<file path="src/rtl/dma_seq.sv">
// Single-channel DMA sequencer: copies data_amt words from a synchronous-read ROM port
// to a RAM write port at one word per cycle, with wrapping base addresses.
module dma_seq #(
  parameter int unsigned DATA_WIDTH = 8,
  parameter int unsigned DEPTH      = 16,
  parameter int unsigned LEN_WIDTH  = 16,
  localparam int unsigned ADDR_WIDTH = $clog2(DEPTH)
) (
  input  logic                  clk,
  input  logic                  reset,
  input  logic                  start_dma,
  input  logic [ADDR_WIDTH-1:0] src_base,
  input  logic [ADDR_WIDTH-1:0] dst_base,
  input  logic [LEN_WIDTH-1:0]  data_amt,
  output logic                  rom_en,
  output logic [ADDR_WIDTH-1:0] rom_addr,
  input  logic [DATA_WIDTH-1:0] rom_data,
  output logic                  ram_wea,
  output logic [ADDR_WIDTH-1:0] ram_addr,
  output logic [DATA_WIDTH-1:0] ram_data,
  output logic                  busy,
  output logic                  done,
  output logic [LEN_WIDTH-1:0]  words_done
);

  typedef enum logic [1:0] {StIdle, StRead, StDrain, StFinish} state_e;

  state_e                state_q, state_d;
  logic [ADDR_WIDTH-1:0] src_ptr_q, src_ptr_d;
  logic [ADDR_WIDTH-1:0] dst_ptr_q, dst_ptr_d;
  logic [LEN_WIDTH-1:0]  rd_cnt_q, rd_cnt_d;
  logic                  valid_q, valid_d;
  logic                  rom_en_q, rom_en_d;
  logic [ADDR_WIDTH-1:0] rom_addr_q, rom_addr_d;
  logic                  ram_wea_q, ram_wea_d;
  logic [ADDR_WIDTH-1:0] ram_addr_q, ram_addr_d;
  logic [DATA_WIDTH-1:0] ram_data_q, ram_data_d;
  logic                  busy_q, busy_d;
  logic                  done_q, done_d;
  logic [LEN_WIDTH-1:0]  words_done_q, words_done_d;

  always_comb begin
    state_d      = state_q;
    src_ptr_d    = src_ptr_q;
    dst_ptr_d    = dst_ptr_q;
    rd_cnt_d     = rd_cnt_q;
    valid_d      = rom_en_q;
    rom_en_d     = 1'b0;
    rom_addr_d   = rom_addr_q;
    ram_wea_d    = 1'b0;
    ram_addr_d   = ram_addr_q;
    ram_data_d   = ram_data_q;
    busy_d       = busy_q;
    done_d       = 1'b0;
    words_done_d = words_done_q;

    unique case (state_q)
      StIdle: begin
        if (start_dma) begin
          busy_d       = 1'b1;
          words_done_d = '0;
          dst_ptr_d    = dst_base;
          if (data_amt == '0) begin
            state_d = StFinish;
          end else begin
            // First read is issued straight from the start edge.
            rom_en_d   = 1'b1;
            rom_addr_d = src_base;
            src_ptr_d  = src_base + 1'b1;
            rd_cnt_d   = data_amt - 1'b1;
            state_d    = (data_amt == LEN_WIDTH'(1)) ? StDrain : StRead;
          end
        end
      end
      StRead: begin
        rom_en_d   = 1'b1;
        rom_addr_d = src_ptr_q;
        src_ptr_d  = src_ptr_q + 1'b1;
        rd_cnt_d   = rd_cnt_q - 1'b1;
        if (rd_cnt_q == LEN_WIDTH'(1)) begin
          state_d = StDrain;
        end
      end
      StDrain: begin
        // Last write goes out when the pipe holds a word and no read is in flight.
        if (valid_q && !rom_en_q) begin
          state_d = StFinish;
        end
      end
      StFinish: begin
        done_d  = 1'b1;
        busy_d  = 1'b0;
        state_d = StIdle;
      end
      default: state_d = StIdle;
    endcase

    if (valid_q) begin
      ram_wea_d    = 1'b1;
      ram_data_d   = rom_data;
      ram_addr_d   = dst_ptr_q;
      dst_ptr_d    = dst_ptr_q + 1'b1;
      words_done_d = words_done_q + 1'b1;
    end
  end

  always_ff @(posedge clk) begin
    if (reset) begin
      state_q      <= StIdle;
      src_ptr_q    <= '0;
      dst_ptr_q    <= '0;
      rd_cnt_q     <= '0;
      valid_q      <= 1'b0;
      rom_en_q     <= 1'b0;
      rom_addr_q   <= '0;
      ram_wea_q    <= 1'b0;
      ram_addr_q   <= '0;
      ram_data_q   <= '0;
      busy_q       <= 1'b0;
      done_q       <= 1'b0;
      words_done_q <= '0;
    end else begin
      state_q      <= state_d;
      src_ptr_q    <= src_ptr_d;
      dst_ptr_q    <= dst_ptr_d;
      rd_cnt_q     <= rd_cnt_d;
      valid_q      <= valid_d;
      rom_en_q     <= rom_en_d;
      rom_addr_q   <= rom_addr_d;
      ram_wea_q    <= ram_wea_d;
      ram_addr_q   <= ram_addr_d;
      ram_data_q   <= ram_data_d;
      busy_q       <= busy_d;
      done_q       <= done_d;
      words_done_q <= words_done_d;
    end
  end

  assign rom_en     = rom_en_q;
  assign rom_addr   = rom_addr_q;
  assign ram_wea    = ram_wea_q;
  assign ram_addr   = ram_addr_q;
  assign ram_data   = ram_data_q;
  assign busy       = busy_q;
  assign done       = done_q;
  assign words_done = words_done_q;

endmodule

</file>
<file path="config.mk">
export PLATFORM = sky130hd
export DESIGN_NAME = dma_seq
export DESIGN_NICKNAME = d
export VERILOG_FILES = /design/src/rtl/dma_seq.sv
export SDC_FILE = /design/constraint.sdc
export NUM_CORES = 1
export LEC_CHECK = 0
export CAP_MARGIN = 10
export CELL_PAD_IN_SITES_DETAIL_PLACEMENT = 0
export CELL_PAD_IN_SITES_GLOBAL_PLACEMENT = 1
export CORE_ASPECT_RATIO = 0.7
export CORE_MARGIN = 3
export CORE_UTILIZATION = 25
export CTS_CLUSTER_SIZE = 25
export DETAILED_ROUTE_END_ITERATION = 6
export MAX_ROUTING_LAYER = met4
export PLACE_DENSITY_LB_ADDON = 0.08
export REMOVE_ABC_BUFFERS = 1
export SKIP_LAST_GASP = 1
export SYNTH_ARGS = -nofsm -noshare
export SYNTH_HDL_FRONTEND = slang
export SYNTH_SLANG_ARGS = --single-unit
</file>
<file path="constraint.sdc">
create_clock -name clk -period 2.7 [get_ports clk]
set_clock_uncertainty 0.15 [all_clocks]
set_input_delay 0.405 -clock clk [delete_from_list [all_inputs] [get_ports clk]]
set_output_delay 0.405 -clock clk [all_outputs]
set_load 0.005 [all_outputs]
</file>
# [Word-level counts from Yosys, hierarchy flattened]
# Cells that the tools add are included.
[classes] magnitude_cmp=0 n_bitwise=0 add_sub_neg=6 shift=0 n_div=0 reduce_logical=12 multipliers=0 n_mux=28 eq_ne=9
[op_table] op="$mux W16" n=5
[op_table] op="$eq A16 B1 Y1 const B" n=2
[op_table] op="$pmux W16 S2" n=1
[op_table] op="$sub A16 B1 Y16 const B" n=2
[op_table] op="$mux W4" n=7
[op_table] op="$add A16 B1 Y16 const B" n=1
[op_table] op="$logic_not A16 Y1" n=1
[op_table] op="$pmux W4 S2" n=2
[op_table] op="$add A4 B1 Y4 const B" n=3
[op_table] op="$mux W2" n=5
[op_table] op="$ne A2 B2 Y1 const B" n=4
[op_table] op="$pmux W2 S4" n=1
[op_table] op="$reduce_bool A2 Y1" n=4
[op_table] op="$reduce_and A3 Y1" n=2
[op_table] op="$mux W1" n=5
[op_table] op="$eq A2 B2 Y1 const B" n=2
[op_table] op="$pmux W1 S2" n=2
[op_table] op="$reduce_and A2 Y1" n=2
[op_table] op="$eq A2 B1 Y1 const B" n=1
[op_table] op="$logic_not A2 Y1" n=1
[op_table] op="$logic_and A1 B1 Y1" n=1
[op_table] op="$logic_not A1 Y1" n=1
[totals] word_cells=68 ram_bits=0 n_memories=0 inputBits=35 output_inout_bits=36 latch_bits=0 register_bits=63 rom_bits=0

# [Depth between registers and ports, before layout]
[depth] word_depth=5 mapped_depth=10 mapped_depth_nobuf=9

# [Least setup slack after synthesis]
# No wires, ideal clock.
[synth_timing] path_type="input port to flip-flop" from="input port data_amt[0]" to="register rom_addr_q[0] (netlist: rom_addr[0])" path_buffers=2 setup_slack_ps=-39 setup_time_ps=139 required_ps=2411 stages=9 arrival_time_ps=2450 cell_sequence="inv_1 > ha_1 > or3b_2 > clkbuf_1 > or4_4 > a21o_4 > buf_2 > nor2_1 > a211oi_2"
[synth_via] elab_chain_len=3
[synth_lines] element="start: declaration" line_no="14" source="input logic [LEN_WIDTH-1:0] data_amt,"
[synth_lines] element="$logic_not A16 Y1" line_no="63" source="if (data_amt == '0) begin"
[synth_lines] element="$ne A2 B2 Y1 (no line)"
[synth_lines] element="$reduce_and A3 Y1 (no line)"
[synth_lines] element="end signal: assignment" line_no="129" source="rom_addr_q <= rom_addr_d;"
[synth_lines] element="end: declaration" line_no="34" source="logic [ADDR_WIDTH-1:0] rom_addr_q, rom_addr_d;"
# Every way passes these cells.
# A chain may end at the register's enable or synchronous reset.

# [Worst setup path after layout]
[layout_timing] from="input port data_amt[1]" to="register rd_cnt_q[11]"
[layout_via] elab_chain_len=4 elab_cells_between_ends=7 cone_classes="add/sub: 1; eq/ne: 1; mux: 3; reduce/logical: 2"
[layout_lines] element="$sub A16 B1 Y16" line_no="70" source="rd_cnt_d = data_amt - 1'b1;"
[layout_lines] element="$mux W16" line_no="63"
[layout_lines] element="$mux W16" line_no="59" source="if (start_dma) begin"
[layout_lines] element="$pmux W16 S2" line_no="57" source="unique case (state_q)"
[layout_lines] element="end signal: assignment" line_no="126" source="rd_cnt_q <= rd_cnt_d;"
[layout_lines] element="end: declaration" line_no="31" source="logic [LEN_WIDTH-1:0] rd_cnt_q, rd_cnt_d;"
# Parallel ways exist; a longest one is shown, timed or not. The select of a mux whose other input is x is not followed.

==> run_summary.xml <==
<?xml version="1.0" encoding="UTF-8"?>
<metrics>
  <group name="timing">
    <metric name="tns" unit="ps">0</metric>
    <metric name="final_hold_viols" unit="">0</metric>
    <metric name="fin_crit" unit="ps">2680</metric>
    <metric name="worst_pin_slew" unit="ps">685</metric>
    <metric name="fmaxAchievable" unit="MHz">374</metric>
    <metric name="smallest_setup_slack_after_layout" unit="ps">24.9</metric>
    <metric name="share_of_the_clock_period_used_by_the_worst_path_after_layout" unit="%">99.1</metric>
    <metric name="report.final.slew_viol_count" unit="">0</metric>
    <metric name="finalSetupViolations" unit="">0</metric>
    <metric name="worst_rel_slew_slack" unit="%">54.3</metric>
  </group>
  <group name="synth">
    <metric name="postSynthAreaPerCell" unit="µm²">8.10</metric>
    <metric name="synth_warnings" unit="">0</metric>
    <metric name="post_synth_inst_count" unit="">448</metric>
    <metric name="synth.ff_latch_count" unit="">63</metric>
    <metric name="synthFlopType" unit="">dfxtp_1</metric>
    <metric name="seq_area_frac_synth" unit="%">34.7</metric>
    <metric name="synth-edff-count" unit="">0</metric>
    <metric name="synthesis.area" unit="µm²">3630</metric>
    <metric name="synth_cell_types" unit="">55</metric>
    <metric name="asyncSetResetFlopFracSynth" unit="%">0</metric>
  </group>
  <group name="drt">
    <metric name="initialDrtViolationCount" unit="">144</metric>
    <metric name="drt_first_pass_iters" unit="">4</metric>
    <metric name="via_to_cell_ratio" unit="">4.90</metric>
    <metric name="final_antenna_net_count" unit="">0</metric>
    <metric name="drt-wirelength-per-cell" unit="µm">15.6</metric>
    <metric name="detailroute.via_count" unit="">3643</metric>
    <metric name="finalWirelength" unit="µm">11600</metric>
    <metric name="drc" unit="">0</metric>
  </group>
  <group name="grt">
    <metric name="grt_remaining_overflow" unit="">0</metric>
    <metric name="antenna_found_initial" unit="">0</metric>
    <metric name="grt_pass1_vias" unit="">3511</metric>
    <metric name="grt_max_degree" unit="">32</metric>
    <metric name="gr-usage-all-layers" unit="%">15.1</metric>
    <metric name="grt_pass1_wl" unit="µm">18700</metric>
  </group>
  <group name="setup_path">
    <metric name="r2r_start" unit="">state_q[1]</metric>
    <metric name="startpoint_type" unit="">primary input</metric>
    <metric name="critical_path.max_fanout" unit="">9</metric>
    <metric name="crit_chain" unit="">clkdlybuf4s50_1 -&gt; inv_2 -&gt; ha_2 -&gt; or3b_4 -&gt; or4_4 -&gt; a21oi_4 -&gt; buf_4 -&gt; clkbuf_16 -&gt; a211o_1 -&gt; a21oi_1</metric>
    <metric name="crit_slowest_cell" unit="">or4_4</metric>
    <metric name="critPathMaxStageDelay" unit="ps">590</metric>
    <metric name="data_arrival_critical_path" unit="ps">2700</metric>
    <metric name="setup.worst_path.end_class" unit="">register</metric>
    <metric name="timing.critical_path.from" unit="">data_amt[1]</metric>
    <metric name="timing_worst_setup_path_type" unit="">primary input to register</metric>
    <metric name="critical_path_required" unit="ps">2730</metric>
  </group>
  <group name="die">
    <metric name="die_height" unit="µm">107</metric>
    <metric name="top_level_ports" unit="">71</metric>
    <metric name="core_region_area" unit="µm²">14100</metric>
    <metric name="area_enclosed_by_the_die_boundary" unit="µm²">16000</metric>
    <metric name="initial_core_util" unit="%">25.8</metric>
    <metric name="fp-row-count" unit="">36</metric>
    <metric name="die_width" unit="µm">150</metric>
  </group>
  <group name="place">
    <metric name="preCtsSetupSlack" unit="ps">-340</metric>
    <metric name="place_inst" unit="">721</metric>
    <metric name="gp_congestion" unit="">0.807</metric>
    <metric name="port_buffers" unit="">70</metric>
    <metric name="placement.cell_area" unit="µm²">4760</metric>
    <metric name="hpwl" unit="µm">8180</metric>
  </group>
  <group name="power_and_ir_drop">
    <metric name="vdd.ir_drop.worst" unit="mV">0.346</metric>
    <metric name="powerDensity" unit="nW/µm²">791</metric>
    <metric name="power.leakage" unit="nW">1.87</metric>
    <metric name="total_power" unit="mW">4.06</metric>
  </group>
  <group name="cts">
    <metric name="path_clk_slew" unit="ps">50</metric>
    <metric name="clock_tree_from_tritoncts" unit="">done</metric>
    <metric name="clockRootBuffer" unit="">clkbuf_16</metric>
    <metric name="numCtsBuffers" unit="">9</metric>
    <metric name="insertion_delay" unit="ps">320</metric>
    <metric name="htree_levels" unit="">3</metric>
    <metric name="clock_path_buffers" unit="">2</metric>
    <metric name="cts_num_sinks" unit="">63</metric>
  </group>
  <group name="worst_hold_path">
    <metric name="min_from" unit="">rd_cnt_q[1]</metric>
    <metric name="hold_path.class" unit="">register to register</metric>
  </group>
  <group name="finish">
    <metric name="antenna_diode_instance_count" unit="">0</metric>
    <metric name="finish.instance_area" unit="µm²">5130</metric>
    <metric name="final_layout_size_suffix_gt1_share" unit="%">15.9</metric>
    <metric name="final-instance-count-excl-fill" unit="">743</metric>
    <metric name="area_delta_synth_final" unit="%">41.4</metric>
    <metric name="final_nets" unit="">595</metric>
  </group>
  <group name="run">
    <metric name="maxCapViolations" unit="">0</metric>
  </group>
  <group name="run_status">
    <metric name="status" unit="">complete, no violations</metric>
  </group>
</metrics>
-- flip-flops by register name, indices dropped and copies added, names as in the netlist --
register,flops
done,1
rom_addr,4
ram_wea,1
busy,1
rom_en,1
words_done,16
rd_cnt_q,16
state_q,2
dst_ptr_q,4
valid_q,1
ram_data,8
ram_addr,4
src_ptr_q,4
-- report_power, final --
part | internal (mW) | leakage (nW) | total (mW) | switching (mW)
sequential | 1.10 | 0.515 | 1.26 | 0.158
clock | 0.706 | 0.135 | 1.12 | 0.414
combinational | 0.737 | 1.22 | 1.68 | 0.942
total | 2.55 | 1.87 | 4.06 | 1.51
-- what timing repair did --
action	in CTS	in global routing
gates cloned	1	2
buffers inserted	0	4
endpoints found under the hold margin	0	0
gates resized for setup	0	10
pin swaps	0	6
endpoints found under the setup margin	3	21
hold buffers	0	0
-- per-stage QoR --
stage / hold WS (ps) / util [%]
floorplan: 293 / -
finish: 334 / 36.5
CTS: 331 / 35.9
detailed placement: 323 / 33.8
global route: 349 / 36.5
global placement: 311 / 33.8
-- path summary, 6_finish.rpt --
kind                   to  depth (start not counted)  slack, ps
max reg2reg   rd_cnt_q[5]                          8        330
min           rd_cnt_q[1]                          2        330
min reg2reg   rd_cnt_q[1]                          2        330
max          rd_cnt_q[11]                         10         20
-- cell type report --
class | instances | area [µm²]
multi-input combinational | 349 | 2230
tap | 190 | 238
sequential | 63 | 1260
inverter | 10 | 37.5
fill | 1497 | 8920
timing repair buffer | 116 | 1090
clock buffer | 11 | 233
clock inverter | 4 | 47.5
-- cells in the mapped netlist, types with 6 or more instances --
master	n	area [µm²]
a21oi_1	36	180
a31oi_1	6	37.5
and3_1	7	43.8
clkbuf_1	20	75.1
dfxtp_1	63	1260
ha_1	11	138
inv_1	10	37.5
mux2_2	7	78.8
mux2i_1	16	160
nand2_1	46	173
nand3_1	20	100
nand4_1	9	56.3
nor2_1	44	165
nor3_1	19	95.1
nor4_1	6	37.5
o21a_1	7	52.6
o21ai_0	25	125
or4_1	6	45.0
xnor2_1	8	70.1
xor2_1	6	52.6
-- cells in the final DEF, fill, tap and decap left out, types with 9 or more instances in the layout --
cell / n
nor3_1: 19
clkbuf_16: 10
mux2i_1: 16
nor2_1: 44
buf_4: 42
nand4_1: 9
o21ai_0: 24
dfxtp_1: 63
clkdlybuf4s50_1: 68
a21oi_1: 34
nand2_1: 46
nand3_1: 20
ha_1: 10
-- cells by family (layout without fill, tap and decap cells) --
family	count (synthesis)	count (layout)	synth area share (%)
adder cells (fa/ha/maj)	11	11	3.79
flip-flops	63	63	34.7
buffers and inverters	38	141	4.89
AO/OA/AOI/OAI	118	120	21.8
XOR/XNOR	14	14	3.38
multiplexers	23	23	6.58
AND/OR/NAND/NOR	181	181	24.8
-- worst max-delay path, delay by kind of cell --
| family | cells | cell delay [ps] |
|---|---|---|
| AO/OA/AOI/OAI | 3 | 320 |
| AND/OR/NAND/NOR | 2 | 970 |
| adder cells (fa/ha/maj) | 1 | 180 |
| buffers and inverters | 4 | 810 |
-- layer usage --
metal,track usage (%),wire length [µm],vias to the layer above
met4,2.94,86,0
met3,3.59,458,9
met2,20.5,4690,69
met5,-,0,-
li1,-,-,1846
met1,22.7,6380,1719
(Power assumes the default switching activity.)
